--- src/rtl/sram_ctrl_pkg.sv ---
// Shared widths, AXI response codes and request direction type for the SRAM controller.
package sram_ctrl_pkg;

    localparam int DATA_W = 32;
    localparam int ADDR_W = 32;
    localparam int STRB_W = DATA_W / 8;

    localparam logic [1:0] AXI_RESP_OKAY   = 2'b00;
    localparam logic [1:0] AXI_RESP_SLVERR = 2'b10;

    typedef enum logic {
        DIR_RD = 1'b0,
        DIR_WR = 1'b1
    } dir_e;

endpackage

--- src/rtl/sram_ctrl_rr.sv ---
// Two-way round-robin picker between the read and write channels; the history bit lives in the caller.
module sram_ctrl_rr (
    input  logic rd_req,
    input  logic wr_req,
    input  logic last_wr,
    output logic grant_rd,
    output logic grant_wr
);

    // On contention the side that did not win last time goes first.
    assign grant_wr = wr_req & (~rd_req | ~last_wr);
    assign grant_rd = rd_req & (~wr_req | last_wr);

endmodule

--- src/rtl/sram_ctrl.sv ---
// AXI4-Lite slave that serialises read and write channels onto one single-port synchronous SRAM.
module sram_ctrl
    import sram_ctrl_pkg::*;
#(
    parameter logic [31:0] BASE   = 32'h8000_0000,
    parameter int          MEM_AW = 12,
    parameter int          LAT    = 1
) (
    input  logic              clk,
    input  logic              rst,
    input  logic [ADDR_W-1:0] araddr,
    input  logic              arvalid,
    output logic              arready,
    output logic [DATA_W-1:0] rdata,
    output logic [1:0]        rresp,
    output logic              rvalid,
    input  logic              rready,
    input  logic [ADDR_W-1:0] awaddr,
    input  logic              awvalid,
    output logic              awready,
    input  logic [DATA_W-1:0] wdata,
    input  logic [STRB_W-1:0] wstrb,
    input  logic              wvalid,
    output logic              wready,
    output logic [1:0]        bresp,
    output logic              bvalid,
    input  logic              bready,
    output logic              mem_en,
    output logic [STRB_W-1:0] mem_we,
    output logic [MEM_AW-1:0] mem_addr,
    output logic [DATA_W-1:0] mem_wdata,
    input  logic [DATA_W-1:0] mem_rdata
);

    localparam logic [1:0] ST_IDLE   = 2'd0;
    localparam logic [1:0] ST_ACCESS = 2'd1;
    localparam logic [1:0] ST_WAIT   = 2'd2;
    localparam logic [1:0] ST_RESP   = 2'd3;

    function automatic logic in_window(input logic [ADDR_W-1:0] a);
        return a[ADDR_W-1:MEM_AW+2] == BASE[ADDR_W-1:MEM_AW+2];
    endfunction

    logic [1:0]        state;
    logic              last_wr;
    logic              grant_rd;
    logic              grant_wr;
    logic [3:0]        cnt;
    logic [ADDR_W-1:0] hs_addr;
    logic              unused_addr_lsbs;

    logic [MEM_AW-1:0] addr_p0;
    logic [DATA_W-1:0] wdata_p0;
    logic [STRB_W-1:0] wstrb_p0;
    dir_e              dir_p0;

    sram_ctrl_rr u_rr (
        .rd_req   (arvalid),
        .wr_req   (awvalid & wvalid),
        .last_wr  (last_wr),
        .grant_rd (grant_rd),
        .grant_wr (grant_wr)
    );

    assign hs_addr          = grant_wr ? awaddr : araddr;
    assign unused_addr_lsbs = ^hs_addr[1:0];

    // Readys are offered only from IDLE, so a response handshake can never chain into a new accept.
    assign arready = (state == ST_IDLE) & ~rst & grant_rd;
    assign awready = (state == ST_IDLE) & ~rst & grant_wr;
    assign wready  = awready;

    assign mem_en    = (state == ST_ACCESS);
    assign mem_we    = (state == ST_ACCESS && dir_p0 == DIR_WR) ? wstrb_p0 : '0;
    assign mem_addr  = addr_p0;
    assign mem_wdata = wdata_p0;

    assign rvalid = (state == ST_RESP) & (dir_p0 == DIR_RD);
    assign bvalid = (state == ST_RESP) & (dir_p0 == DIR_WR);

    always_ff @(posedge clk) begin
        if (rst) begin
            state   <= ST_IDLE;
            last_wr <= 1'b0;
            cnt     <= '0;
            rdata   <= '0;
            rresp   <= AXI_RESP_OKAY;
            bresp   <= AXI_RESP_OKAY;
        end else begin
            case (state)
                ST_IDLE: begin
                    if (grant_rd | grant_wr) begin
                        addr_p0  <= hs_addr[MEM_AW+1:2];
                        wdata_p0 <= wdata;
                        wstrb_p0 <= wstrb;
                        dir_p0   <= grant_wr ? DIR_WR : DIR_RD;
                        last_wr  <= grant_wr;
                        if (in_window(hs_addr)) begin
                            state <= ST_ACCESS;
                        end else begin
                            // Decode miss: skip the SRAM entirely and answer with SLVERR.
                            state <= ST_RESP;
                            if (grant_wr) begin
                                bresp <= AXI_RESP_SLVERR;
                            end else begin
                                rresp <= AXI_RESP_SLVERR;
                                rdata <= '0;
                            end
                        end
                    end
                end
                ST_ACCESS: begin
                    if (dir_p0 == DIR_WR) begin
                        bresp <= AXI_RESP_OKAY;
                        state <= ST_RESP;
                    end else begin
                        cnt   <= 4'(LAT - 1);
                        state <= ST_WAIT;
                    end
                end
                ST_WAIT: begin
                    if (cnt == 4'd0) begin
                        rdata <= mem_rdata;
                        rresp <= AXI_RESP_OKAY;
                        state <= ST_RESP;
                    end else begin
                        cnt <= cnt - 4'd1;
                    end
                end
                ST_RESP: begin
                    if ((dir_p0 == DIR_WR && bready) || (dir_p0 == DIR_RD && rready)) begin
                        state <= ST_IDLE;
                    end
                end
                default: state <= ST_IDLE;
            endcase
        end
    end

endmodule

--- config.mk ---
export PLATFORM = sky130hd
export DESIGN_NAME = sram_ctrl
export DESIGN_NICKNAME = d
export VERILOG_FILES = /design/src/rtl/sram_ctrl_pkg.sv /design/src/rtl/sram_ctrl_rr.sv /design/src/rtl/sram_ctrl.sv
export SDC_FILE = /design/constraint.sdc
export NUM_CORES = 1
export LEC_CHECK = 0
export ABC_AREA = 0
export CORE_AREA = 2 2 90 109
export CTS_CLUSTER_DIAMETER = 40
export DETAILED_ROUTE_END_ITERATION = 10
export DIE_AREA = 0 0 92 111
export HOLD_SLACK_MARGIN = 0.1
export PLACE_DENSITY = 0.82
export RECOVER_POWER = 25
export REMOVE_ABC_BUFFERS = 1
export SKIP_LAST_GASP = 1
export SLEW_MARGIN = 20
export SYNTH_ARGS = -nofsm -noshare
export SYNTH_HDL_FRONTEND = slang
export SYNTH_SLANG_ARGS = --single-unit
export TNS_END_PERCENT = 50
--- constraint.sdc ---
create_clock -name clk -period 8 [get_ports clk]
set_input_delay 1.6 -clock clk [delete_from_list [all_inputs] [get_ports clk]]
set_output_delay 1.6 -clock clk [all_outputs]
set_load 0.05 [all_outputs]
# Word-level counts from Yosys, hierarchy flattened
# Cells that the tools add are included.
[totals] regBits=92 latch_bits=0 ramBits=0 rom_bits=0 inputBits=139 output_inout_bits=90 word_cells=82 n_memories=0
[classes] addsub=1 n_mul=0 div=0 order_cmp=0 eq_ne=13 shift=0 n_mux=27 bitwise=16 reduce_logical=15
[ops] op="32-bit two-way mux" count=5
[ops] op="32-bit case mux with 2 select lines" count=1
[ops] op="2-bit two-way mux" count=12
[ops] op="18-bit == test (second input constant)" count=1
[ops] op="4-bit two-way mux" count=3
[ops] op="2-bit != test (second input constant)" count=6
[ops] op="5-bit AND reduction" count=2
[ops] op="3-bit AND reduction" count=3
[ops] op="1-bit AND" count=8
[ops] op="2-bit case mux with 2 select lines" count=2
[ops] op="2-bit case mux with 4 select lines" count=1
[ops] op="4-bit case mux with 2 select lines" count=1
[ops] op="2-bit by 1-bit != test with 1-bit output (second input constant)" count=3
[ops] op="2-bit nonzero test" count=3
[ops] op="1-bit inverter" count=5
[ops] op="2-bit == test (second input constant)" count=2
[ops] op="4-bit zero test" count=1
[ops] op="4-bit by 1-bit subtractor with 4-bit output (second input constant)" count=1
[ops] op="1-bit logical AND" count=3
[ops] op="1-bit OR" count=3
[ops] op="2-bit by 1-bit == test with 1-bit output (second input constant)" count=1
[ops] op="2-bit zero test" count=1
[ops] op="1-bit two-way mux" count=2
[ops] op="2-bit AND reduction" count=1
[ops] op="1-bit logical OR" count=1

# Longest topological paths before layout
[logic_depth] word_depth=8 mapped_depth=7 mapped_depth_nobuf=7

# Cells and area by module
# From an unflattened synthesis, not the netlist that was laid out.
[hier_totals] cells_unflattened=299 area_unflattened_um2=3752.3
[modules_own_cells] mod="sram_ctrl" instances=1 cells_per_inst=296 area_each_um2=3733.6 seq_area_each_um2=2292.2
[modules_own_cells] mod="sram_ctrl_rr" instances=1 cells_per_inst=3 area_each_um2=18.8 seq_area_each_um2=0.0

# Least setup slack after synthesis
# Ideal clock, no wire load.
[synth_path] path_kind="input-to-output" startpoint="in awvalid" endpoint="out wready" arrival_ns=3.117 required_time_ns=6.400 setup_slack_ns=3.283 path_stages=5 n_path_buf=2 path_cell_list="nand2_1 a21o_2 clkbuf_1 nor2_1 buf_4"
[synth_between] elab_chain_len=3
[synth_rtl] item="start, declared" line="sram_ctrl.sv:19" text="input logic awvalid,"
[synth_rtl] item="1-bit AND" line="sram_ctrl.sv:59" text=".wr_req (awvalid & wvalid),"
[synth_rtl] item="1-bit AND" line="sram_ctrl_rr.sv:11" text="assign grant_wr = wr_req & (~rd_req | ~last_wr);"
[synth_rtl] item="1-bit AND" line="sram_ctrl.sv:70" text="assign awready = (state == ST_IDLE) & ~rst & grant_wr;"
[synth_rtl] item="end, declared" line="sram_ctrl.sv:24" text="output logic wready,"
# No other way between the ends.

# Worst setup path after layout
[layout_path] startpoint="in arvalid" endpoint="out awready"
[layout_between] elab_chain_len=4
[layout_rtl] item="start, declared" line="sram_ctrl.sv:12" text="input logic arvalid,"
[layout_rtl] item="1-bit inverter" line="sram_ctrl_rr.sv:11"
[layout_rtl] item="1-bit OR" line="sram_ctrl_rr.sv:11"
[layout_rtl] item="1-bit AND" line="sram_ctrl_rr.sv:11"
[layout_rtl] item="1-bit AND" line="sram_ctrl.sv:70"
[layout_rtl] item="end, declared" line="sram_ctrl.sv:20" text="output logic awready,"
# No other way between the ends.

==> results.py <==
metrics = {
    "route": {
        "via_per_inst": 4.78,
        "firstDrtPassIters": 4,
        "drt_wl_total_um": 9430,
        "drt_iter0_markers": 105,
        "postRouteAntennaNets": 0,
        "post-route-drc-count": 0,
        "avgRoutedWirePerCell_um": 15.4,
        "num_vias": 2928,
    },
    "setup_path": {
        "endpoint_kind": "output pin",
        "worstRegToRegCells": 5,
        "worstSetupStartpointType": "primary input",
        "criticalPathCategory": "primary input to output pin",
        "r2r_start": "last_wr",
        "cp_max_fo": 17,
        "r2r-end": "rdata[8]",
        "r2r_slack_ns": 5.12,
        "crit_required_ns": 6.40,
        "critPathArrivalTime_ns": 3.68,
    },
    "min_path": {
        "worstHoldStart": "rdata[28]",
        "holdPathEnd": "rdata[28]",
        "hold_class": "register to register",
        "hold_depth": 1,
    },
    "placement": {
        "placedCellCount": 597,
        "gp_congestion": 0.749,
        "io_buffers": 222,
        "placed_cell_area_sq_mm": 0.00571,
        "dp.final_hpwl_um": 7270,
    },
    "timing": {
        "max_freq_mhz": 189,
        "relSlewSlack": 0.419,
        "fin_skew_ns": 0.00620,
        "setup_tns_ns": 0,
        "hold_viol": 0,
        "slew_viol_final": 0,
        "fin_crit_sh": 0.660,
        "finalCriticalPeriod_ns": 5.28,
        "finalSetupViolCount": 0,
        "rsz0062_at_grt": "false",
        "worstMarginPinSlew_ns": 0.871,
        "whs_ns": 0.474,
    },
    "power": {
        "seqPwrFrac": 0.355,
        "p_int_uw": 1100,
        "comb_power_share": 0.385,
        "p_sw_frac": 0.364,
        "p_per_area_mw_per_mm2": 287,
        "ir_drop_mv": 0.172,
        "p_switching_uw": 631,
        "p_clk_frac": 0.260,
        "p_leak_uw": 0.00227,
    },
    "clocking": {
        "numClockSinks": 90,
        "h-tree-depth": 3,
        "ctsResizeCount": 0,
        "insertion_delay_ns": 0.34,
        "cts_made_buffers": 9,
        "post-cts-setup-buffers": 0,
        "cts_root_buffer": "clkbuf_16",
        "ctsLongestPathBuffers": 2,
        "cts_tree": "done",
        "cts_hold_buffers": 0,
        "path_clk_slew_ns": 0.07,
    },
    "layout": {
        "final_common_cell": "clkdlybuf4s50_1",
        "insertedDiodeCount": 0,
        "utilization": 0.651,
        "nNetsFinal": 630,
        "area_growth_pct": 78.0,
        "drive_above_1_share": 0.0449,
        "n_fill_cell": 701,
        "fin_area_sq_mm": 0.00604,
        "fin_cells": 613,
        "mostFrequentLayoutCells": "clkdlybuf4s50_1 (183), edfxtp_1 (49), nand2_1 (44)",
    },
    "floorplanning": {
        "core_area_sq_mm": 0.00927,
        "die_area_sq_mm": 0.0102,
        "num_rows": 39,
        "start_util": 0.366,
        "ioPinCount": 229,
        "dieWidth_um": 92,
        "die_h_um": 111,
    },
    "synth": {
        "ys_types": 44,
        "yosysWarnings": 0,
        "syn_avg_cell_area_sq_um": 12.9,
        "postSynthCellCount": 262,
        "ys_ff_latch": 90,
        "ys_seq_area_frac": 0.676,
        "synth_area_sq_mm": 0.00339,
    },
    "outcome": {
        "status": "completed",
    },
    "run": {
        "max_cap_viol_count": 0,
    },
    "grt": {
        "grt_max_degree": 50,
        "globalRouteTotalUtil": 0.186,
        "grt_pass1_wl_um": 14600,
        "antenna_found_initial": 0,
        "gr-total-overflow": 0,
        "grt_pass1_vias": 2956,
    },
}
-- state kept, by name, summed over array words and instances (netlist names) --
signal,cells
bresp,1
cnt,4
dir_p0,1
last_wr,1
mem_addr,12
mem_wdata,32
rdata,32
rresp,1
state,2
wstrb_p0,4
-- Yosys cell counts, drive strengths merged --
| library cell | instances | area [sq um] |
|---|---|---|
| inv | 8 | 30.0 |
| o31ai | 1 | 7.51 |
| edfxtp | 49 | 1470 |
| a31oi | 1 | 6.26 |
| ha | 6 | 75.1 |
| a211o | 1 | 8.76 |
| nor4 | 6 | 37.5 |
| nor3 | 4 | 20.0 |
| o22ai | 2 | 26.3 |
| or4 | 1 | 7.51 |
| a21o | 1 | 8.76 |
| xnor2 | 3 | 26.3 |
| and2 | 1 | 6.26 |
| a22o | 32 | 280 |
| o21bai | 1 | 7.51 |
| or3 | 1 | 11.3 |
| and3 | 5 | 31.3 |
| mux2i | 2 | 20.0 |
| clkbuf | 4 | 15.0 |
| o2bb2ai | 1 | 8.76 |
| a21oi | 4 | 20.0 |
| nor2b | 3 | 18.8 |
| nor2 | 10 | 37.5 |
| and4b | 1 | 10.0 |
| nand2 | 44 | 165 |
| a311oi | 1 | 8.76 |
| dfxtp | 41 | 821 |
| conb | 1 | 3.75 |
| a211oi | 2 | 15.0 |
| o21ai | 4 | 20.0 |
| nor4b | 2 | 23.8 |
| buf | 9 | 71.3 |
| a31o | 1 | 8.76 |
| a41oi | 1 | 8.76 |
| a22oi | 1 | 7.51 |
| nand4bb | 1 | 11.3 |
| nand4 | 1 | 6.26 |
| nand3 | 2 | 10.0 |
| nand2b | 3 | 18.8 |
-- how the worst max path moves through the flow --
| stage | cells after the start | slack [ns] | end | start |
|---|---|---|---|---|
| after floorplan | 3 | 3.19 | awready | awvalid |
| after global placement | 4 | 2.79 | wready | rst |
| after detailed placement | 4 | 2.75 | awready | rst |
| after CTS | 4 | 2.76 | awready | rst |
| after global routing | 4 | 2.63 | wready | arvalid |
| final | 4 | 2.72 | awready | arvalid |
-- power groups by stage --
stage          Sequential (uW)  Clock [uW]  Combinational (uW)
2_1_floorplan              825           0                 224
3_3_place_gp               621           0                 660
3_5_place_dp               624           0                 674
4_1_cts                    616         462                 675
5_1_grt                    624         480                 706
6_report                   615         451                 667
-- stage by stage --
step	worst slack (ns)	total power (uW)
6_report	2.72	1730
5_1_grt	2.63	1810
4_1_cts	2.76	1750
3_5_place_dp	2.75	1300
3_3_place_gp	2.79	1280
2_1_floorplan	3.19	1050
-- per-layer routing --
metal	routed length, um	global-route usage	share of wire	vias up
met5	0	0	0	-
met4	199	0.0776	0.021	0
met3	1020	0.0734	0.11	14
met2	4750	0.323	0.50	176
met1	3470	0.199	0.37	1327
li1	-	-	-	1411
-- cell type report --
| cell class | instances | area [sq um] | area share |
|---|---|---|---|
| Inverter | 8 | 30.0 | 0.00497 |
| Tap cell | 123 | 154 | 0.0255 |
| Sequential cell | 90 | 2290 | 0.380 |
| Clock buffer | 9 | 225 | 0.0373 |
| Timing Repair Buffer | 224 | 2240 | 0.371 |
| Multi-Input combinational cell | 152 | 997 | 0.165 |
| Clock inverter | 7 | 101 | 0.0168 |
-- logic make-up after synthesis --
kind of cell,count (synthesis),synth area share
and+or+nand+nor,85,0.122
buffers and inverters,21,0.0343
AOI/OAI and AO/OA,54,0.131
adders and majority gates,6,0.0221
DFF,90,0.676
xor gates and xnor gates,3,0.00775
muxes,2,0.00590
other,1,0.00111
-- worst max-delay path, stage by stage --
cell and delay [ns]:
dlygate4sd3_1 0.59, a21o_1 0.42, nor2_1 0.23, clkdlybuf4s50_1 0.83
Power figures use the tool's default switching activity.
